**config.mk**
```make
export PLATFORM = sky130hd
export DESIGN_NAME = vram_pixel_writer
export DESIGN_NICKNAME = d
export VERILOG_FILES = /design/src/rtl/vram_pixel_writer.sv
export SDC_FILE = /design/constraint.sdc
export NUM_CORES = 1
export LEC_CHECK = 0
export BUFFER_PORTS_ARGS = -buffer_cell sky130_fd_sc_hd__buf_2
export CORE_UTILIZATION = 49
export CTS_CLUSTER_SIZE = 30
export DETAILED_ROUTE_END_ITERATION = 8
export PLACE_DENSITY = 0.88
export SYNTH_ARGS = -nofsm -noshare
export SYNTH_HDL_FRONTEND = slang
export SYNTH_SLANG_ARGS = --single-unit
```
**constraint.sdc**
```tcl
create_clock -name clk -period 2.6 [get_ports clk]
set_clock_uncertainty 0.2 [all_clocks]
set_input_delay 0.52 -clock clk [delete_from_list [all_inputs] [get_ports clk]]
set_output_delay 0.52 -clock clk [all_outputs]
set_load 0.01 [all_outputs]
```
**src/rtl/vram_pixel_writer.sv**
```systemverilog
// Planar VRAM pixel writer: read-modify-write of one pixel bit in each enabled
// bit-plane (0x8000/0xA000/0xC000/0xE000), touching memory only on granted cycles.
module vram_pixel_writer (
    input  logic        clk,
    input  logic        reset,
    input  logic        cmd_valid,
    output logic        cmd_ready,
    input  logic [7:0]  cmd_x,
    input  logic [7:0]  cmd_y,
    input  logic [3:0]  cmd_color,
    input  logic [3:0]  cmd_mask,
    input  logic        mem_grant,
    output logic [15:0] mem_addr,
    output logic        mem_rd,
    output logic        mem_wr,
    output logic [7:0]  mem_wdata,
    input  logic [7:0]  mem_rdata,
    output logic        busy,
    output logic        done
);

    localparam logic [1:0] S_IDLE = 2'd0;
    localparam logic [1:0] S_RD   = 2'd1;
    localparam logic [1:0] S_CAP  = 2'd2;
    localparam logic [1:0] S_WR   = 2'd3;

    logic [1:0] state;
    logic [1:0] plane;
    logic [7:0] x_q;
    logic [7:0] y_q;
    logic [3:0] color_q;
    logic [3:0] mask_q;
    logic [7:0] wbyte;
    logic       done_q;

    logic [3:0]  plane_en;
    logic [3:0]  plane_color;
    logic [7:0]  bitmask;
    logic [15:0] addr;
    logic        has_next;
    logic [1:0]  next_plane;
    logic [1:0]  first_plane;

    // Command bit 3 belongs to plane 0, so reverse into plane-indexed vectors.
    assign plane_en    = {mask_q[0], mask_q[1], mask_q[2], mask_q[3]};
    assign plane_color = {color_q[0], color_q[1], color_q[2], color_q[3]};
    assign bitmask     = 8'h80 >> x_q[2:0];

    // Base + byte column in bits 12:8 + (255 - y), which is simply ~y.
    assign addr = {1'b1, plane, x_q[7:3], ~y_q};

    always_comb begin
        if (cmd_mask[3])      first_plane = 2'd0;
        else if (cmd_mask[2]) first_plane = 2'd1;
        else if (cmd_mask[1]) first_plane = 2'd2;
        else                  first_plane = 2'd3;
    end

    // NOTE: every always_comb output gets a default first so no latch is inferred.
    always_comb begin
        has_next   = 1'b0;
        next_plane = plane;
        for (int q = 3; q >= 1; q--) begin
            if (2'(q) > plane && plane_en[q]) begin
                has_next   = 1'b1;
                next_plane = 2'(q);
            end
        end
    end

    assign cmd_ready = (state == S_IDLE) && !reset;
    assign busy      = (state != S_IDLE);
    assign done      = done_q;
    assign mem_rd    = (state == S_RD) && !reset;
    assign mem_wr    = (state == S_WR) && !reset;
    assign mem_addr  = (mem_rd || mem_wr) ? addr : 16'h0000;
    assign mem_wdata = mem_wr ? wbyte : 8'h00;

    // NOTE: state registers use non-blocking assignments so every flop samples
    // pre-edge values regardless of statement order.
    always_ff @(posedge clk) begin
        if (reset) begin
            state   <= S_IDLE;
            plane   <= 2'd0;
            x_q     <= 8'h00;
            y_q     <= 8'h00;
            color_q <= 4'h0;
            mask_q  <= 4'h0;
            wbyte   <= 8'h00;
            done_q  <= 1'b0;
        end else begin
            done_q <= 1'b0;
            case (state)
                S_IDLE: begin
                    if (cmd_valid) begin
                        x_q     <= cmd_x;
                        y_q     <= cmd_y;
                        color_q <= cmd_color;
                        mask_q  <= cmd_mask;
                        if (cmd_mask == 4'h0) begin
                            done_q <= 1'b1;
                        end else begin
                            plane <= first_plane;
                            state <= S_RD;
                        end
                    end
                end
                S_RD: begin
                    if (mem_grant) state <= S_CAP;
                end
                S_CAP: begin
                    wbyte <= plane_color[plane] ? (mem_rdata | bitmask)
                                                : (mem_rdata & ~bitmask);
                    state <= S_WR;
                end
                S_WR: begin
                    if (mem_grant) begin
                        if (has_next) begin
                            plane <= next_plane;
                            state <= S_RD;
                        end else begin
                            state  <= S_IDLE;
                            done_q <= 1'b1;
                        end
                    end
                end
                default: state <= S_IDLE;
            endcase
        end
    end

endmodule

```
# == Word-level counts from Yosys, hierarchy flattened ==
# Cells that the tools add are included.
# W data, S select, Z words.
# totals
regBits,36
in_bits,36
out_inout_bits,29
elab_cells,71
# op_classes
n_lt_le_gt_ge,4
eq_ne,9
n_shift,1
mux,30
bitwise,4
reduce_logical,15
# ops
operator,count
$mux W2,13
$mux W16,1
$mux W8,2
$not A8 Y8,2
$mux W1,10
$ne A2 B2 Y1 const B,5
$and A8 B8 Y8,1
$or A8 B8 Y8,1
$pmux W2 S4,1
$shr A8 B3 Y8 const A,1
$logic_and A1 B1 Y1,6
$reduce_and A6 Y1,1
$eq A2 B2 Y1 const B,2
$gt A2 B2 Y1 const A,2
$logic_not A4 Y1,1
$ne A4 B4 Y1 const B,1
$pmux W2 S2,1
$reduce_and A4 Y1,1
$reduce_bool A2 Y1,2
$lt A2 B3 Y1 const B,1
$bmux W1 S2,1
$eq A2 B1 Y1 const B,1
$gt A1 B2 Y1 const A,1
$logic_not A2 Y1,1
other kinds (4),4

# == Longest topological paths before layout ==
# logic_depth
word_depth,8
mapped_depth,7
ltp_nobuf,6

# == Worst setup path after synthesis ==
# Ideal clock, no wire load.
# synth_timing
path_type,reg-to-output
from,register state[0]
to,output mem_addr[0]
arrival_ps,1457
required_time_ps,1880
path_slack_ps,423
path_stages_with_launch,8
path_buffers,3
cell_sequence,dfxtp_1 > ha_1 > buf_2 > nor2b_1 > buf_2 > nor2_2 > buf_2 > nor2_1
# synth_between
elab_chain_len,4
word_cells_on_any_way,6
cone_classes,eq/ne: 2; mux: 1; reduce/logical: 3
# synth_rtl
item,line,rtl
from (decl),27,logic [1:0] state;
from (signal assigned),83,state <= S_IDLE;
from (signal assigned),104,state <= S_RD;
from (signal assigned),109,if (mem_grant) state <= S_CAP;
$eq A2 B2 Y1,75,assign mem_wr = (state == S_WR) && !reset;
$logic_and A1 B1 Y1,75,
net mem_wr,15,"output logic mem_wr,"
$logic_or A1 B1 Y1,76,assign mem_addr = (mem_rd || mem_wr) ? addr : 16'h0000;
$mux W16,76,
to (decl),13,"output logic [15:0] mem_addr,"
# The timed path passes the listed nets, and every way through them passes these cells.

# == Worst setup path after layout ==
# layout_timing
from,register state[1]
to,output mem_wdata[3]
# layout_between
elab_chain_len,3
# layout_rtl
item,line,rtl
$eq A2 B2 Y1,75,
$logic_and A1 B1 Y1,75,
$mux W8,77,assign mem_wdata = mem_wr ? wbyte : 8'h00;
to (decl),16,"output logic [7:0] mem_wdata,"
# No other way between the ends.

==> impl_results.md <==
- Worst Tran Pin Value: 0.5233 ns
- Number of vias after detailed routing: 1776
- Rows: 21
- Area of the die: 0.003947 sq mm
- Yosys synthesis warning count: 0
- Buffers from clock root to sink, at most: 2
- Slowest-stage cell, CP: sky130_fd_sc_hd__dfxtp_1
- Setup CP Type: reg -> out
- Routed wirelength normalized by instance count: 11.95 um
- CP Depth: 5
- DR vias/cell: 5.254
- Nets: 332
- Global-route wire length before repair: 6.720 mm
- Min-delay src: x_q[3]
- Leak Pwr: 0.001040 uW
- Tightest Hold Check Type: reg -> reg
- Outcome: finished, final reports clean
- Arrival time at the worst endpoint: 1.72 ns
- Critical path peak fanout: 9
- FF-to-FF Start: state[0]
- Clock transition at the registers of the reported paths: 0.07 ns
- # DRC: 0
- Category of cells accounting for the largest share of critical-path delay: simple AND/OR/NAND/NOR gates
- Fraction of the yosys area taken by sequential cells: 39.75%
- Top-area cell type share of the netlist area: 39.75%
- Area added between synthesis and finish: 26.09%
- Final Slew Violations: 0
- Worst max-slew margin expressed relative to the limit: 65.11%
- Maximum level of the CTS H-tree: 2
- CTS tree: done
- Syn Std Cell Area: 0.001813 sq mm
- I/O Pins: 65
- Die Height: 62.83 um
- Overall power of the completed layout: 2012 uW
- Inst Count DP: 328
- Starting density of the core: 52.67%
- Required time of the critical path: 1.88 ns
- Period utilization: 93.84%
- Depth of the worst hold-timing path: 2
- Width of the chip: 62.83 um
- Clk_lat worst skew: 0.28 ns
- Number of input and output port buffers inserted: 64
- Layout cells sized above 1: 30.14%
- End point of the worst hold path: x_q[3]
- Post-synthesis area per instance: 7.883 sq um
- Hold-fix buffer count after cts: 0
- Predominant post-synthesis flop cell: sky130_fd_sc_hd__dfxtp_1
- Vias in the first global route: 1631
- Aggregate negative setup slack: 0 ns
- Type of destination of the critical path: output pin
- Nets in the synthesized netlist: 271
- Reg2Reg Capture Point: x_q[2]
- Worst path cell trace: ha_2 -> nor2b_1 -> buf_4 -> and2_1 -> buf_2
- Largest net degree at the start of global routing: 29
- Aggregate global-route resource usage: 21.29%
- Number of buffers created by CTS: 5
- Initial DRC Count: 65
- Period minus WS final: 2.440 ns
- Floorplan Core Area: 0.003442 sq mm
- Buffering stage count on the worst path with inverters included: 2
- Longest individual stage delay on the worst path: 0.40 ns
- Antenna violations before repair: 0
- Startpoint type of the worst setup path: flop
- Layout Cells excl Fill: 338
- Number of failing hold endpoints at the final stage: 0
- Number of cell instances on the worst register-to-register path: 6
- Gate count of the mapped netlist: 230
- TritonCTS sink count: 36
- Total power density per cell area: 880.2 mW/mm^2
- Sum of overflow across all layers after global routing: 0
- Top cells by area in the synthesized netlist: sky130_fd_sc_hd__dfxtp_1 40%, sky130_fd_sc_hd__nand2_1 11%, sky130_fd_sc_hd__a21oi_1 6.3%
- Worst R2R Setup Slack: 0.74 ns
- Antenna violation net count after detailed routing: 0
- Yosys cell types: 36
- Maximum vdd ir drop: 0.4490 mV
- Number of setup violations in the final report: 0
- Diodes inserted: 0
- Upper clock frequency limit: 409.9 MHz
- Setup repair after global routing missed its margin: false
- Largest area contributor in the netlist: sky130_fd_sc_hd__dfxtp_1
- EDFF count, synth: 0
- Router iterations before antenna repair: 4
- Final Core Density: 66.41%
- HPWL reported at the end of detailed placement: 2.908 mm
- GPL Wtd Cong: 0.8121
- Share of synthesized registers carrying an async set or reset: 0%
- Number of fill cells: 302
- Total of flip-flops plus latches after synthesis: 36
- Root buf cell: sky130_fd_sc_hd__clkbuf_8
- Max_cap viols: 0
- Detailed Route WL: 4.040 mm
area by class of cell:
type	instances	area [sq um]	share of cell area (%)
multi-input cells	170	1006	44.01
repair buffers	71	385.4	16.86
inverters	7	26.28	1.149
clock buffers	8	90.09	3.941
flip-flops and latches	36	720.7	31.53
well taps	46	57.56	2.518
how the worst max path moves through the flow:
stage,startpoint,to,slack [ns]
6_report,state[1],mem_wdata[3],0.16
5_1_grt,state[1],mem_wdata[3],0.02
4_1_cts,state[1],mem_wdata[3],0.1
3_5_place_dp,state[0],mem_addr[10],0.21
3_3_place_gp,state[0],mem_addr[4],0.26
2_1_floorplan,state[0],mem_addr[0],0.42
per-layer routing:
layer,vias to the layer above,global-route usage [%],wire length (um)
met4,0,12.21,85
met1,815,22.52,1765
met2,62,39.40,2007
met3,8,3.467,181
met5,-,0,0
li1,891,-,-
worst register-to-register path, delay by kind of cell, from the launching register on:
family                     cells  cell delay, ns
and+or+nand+nor                2            0.35
DFF                            1            0.40
buffers and inverters          2            0.40
AOI/OAI and AO/OA              1            0.16
adders and majority gates      1            0.29
sequential cells by signal, indices dropped and copies added, names as in the netlist:
register and flops:
x_q 8, y_q 8, plane 2, wbyte 8, done 1, mask_q 3
color_q 4, state 2
power breakdown:
| group | internal [uW] | total [uW] | switching, uW |
|---|---|---|---|
| combinational | 361 | 835 | 474 |
| sequential | 684 | 780 | 96.7 |
| clock | 216 | 397 | 181 |
| total | 1260 | 2010 | 752 |
per-stage QoR:
step	hold WS, ns	setup WS, ns	cell area [sq um]
finish	0.2514	0.1601	2286
global route	0.2629	0.02304	2286
floorplan	0.2318	0.4230	1813
global placement	0.2379	0.2630	2161
CTS	0.2511	0.09850	2256
detailed placement	0.2417	0.2125	2161
cell families after synthesis:
kind of cell / share of synthesized area (%)
AOI/OAI and AO/OA: 18.43
adders and majority gates: 3.451
muxes: 6.211
DFF: 39.75
and+or+nand+nor: 26.98
buffers and inverters: 5.175
cell usage in the layout, fill, tap and decap left out, types with 2 or more instances in the layout:
cell type / count
sky130_fd_sc_hd__clkbuf_1: 2
sky130_fd_sc_hd__nand2_1: 51
sky130_fd_sc_hd__buf_2: 64
sky130_fd_sc_hd__a211oi_1: 8
sky130_fd_sc_hd__and2_1: 10
sky130_fd_sc_hd__nand2b_1: 3
sky130_fd_sc_hd__nor2b_1: 9
sky130_fd_sc_hd__ha_1: 4
sky130_fd_sc_hd__nor3_1: 4
sky130_fd_sc_hd__nor3b_1: 2
sky130_fd_sc_hd__buf_4: 6
sky130_fd_sc_hd__clkbuf_8: 6
sky130_fd_sc_hd__nand3_1: 2
sky130_fd_sc_hd__inv_1: 6
sky130_fd_sc_hd__a2111oi_2: 2
sky130_fd_sc_hd__a21oi_1: 23
sky130_fd_sc_hd__mux2i_1: 9
sky130_fd_sc_hd__dfxtp_1: 36
sky130_fd_sc_hd__nand3b_1: 2
sky130_fd_sc_hd__a311oi_1: 2
sky130_fd_sc_hd__nor2_1: 23
repair_timing:
| item | in CTS | in global routing |
|---|---|---|
| buffers inserted | 0 | 2 |
| setup endpoints to repair | 16 | 10 |
| pin swaps | 0 | 1 |
| resized for setup | 1 | 1 |
| gates cloned | 0 | 0 |
| endpoints found under the hold margin | 0 | 0 |
Yosys cell counts, types with 3 or more instances:
cell                       instances
sky130_fd_sc_hd__clkbuf_1         12
sky130_fd_sc_hd__a211oi_1          8
sky130_fd_sc_hd__buf_2             3
sky130_fd_sc_hd__nand2b_1          3
sky130_fd_sc_hd__a21oi_1          23
sky130_fd_sc_hd__nor3_1            4
sky130_fd_sc_hd__nor2_1           23
sky130_fd_sc_hd__nor2b_1           9
sky130_fd_sc_hd__ha_1              5
sky130_fd_sc_hd__nand2_1          51
sky130_fd_sc_hd__mux2i_1           9
sky130_fd_sc_hd__dfxtp_1          36
sky130_fd_sc_hd__inv_1             6
sky130_fd_sc_hd__and2_1           10
No activity file was read; power rests on OpenSTA's default activity.
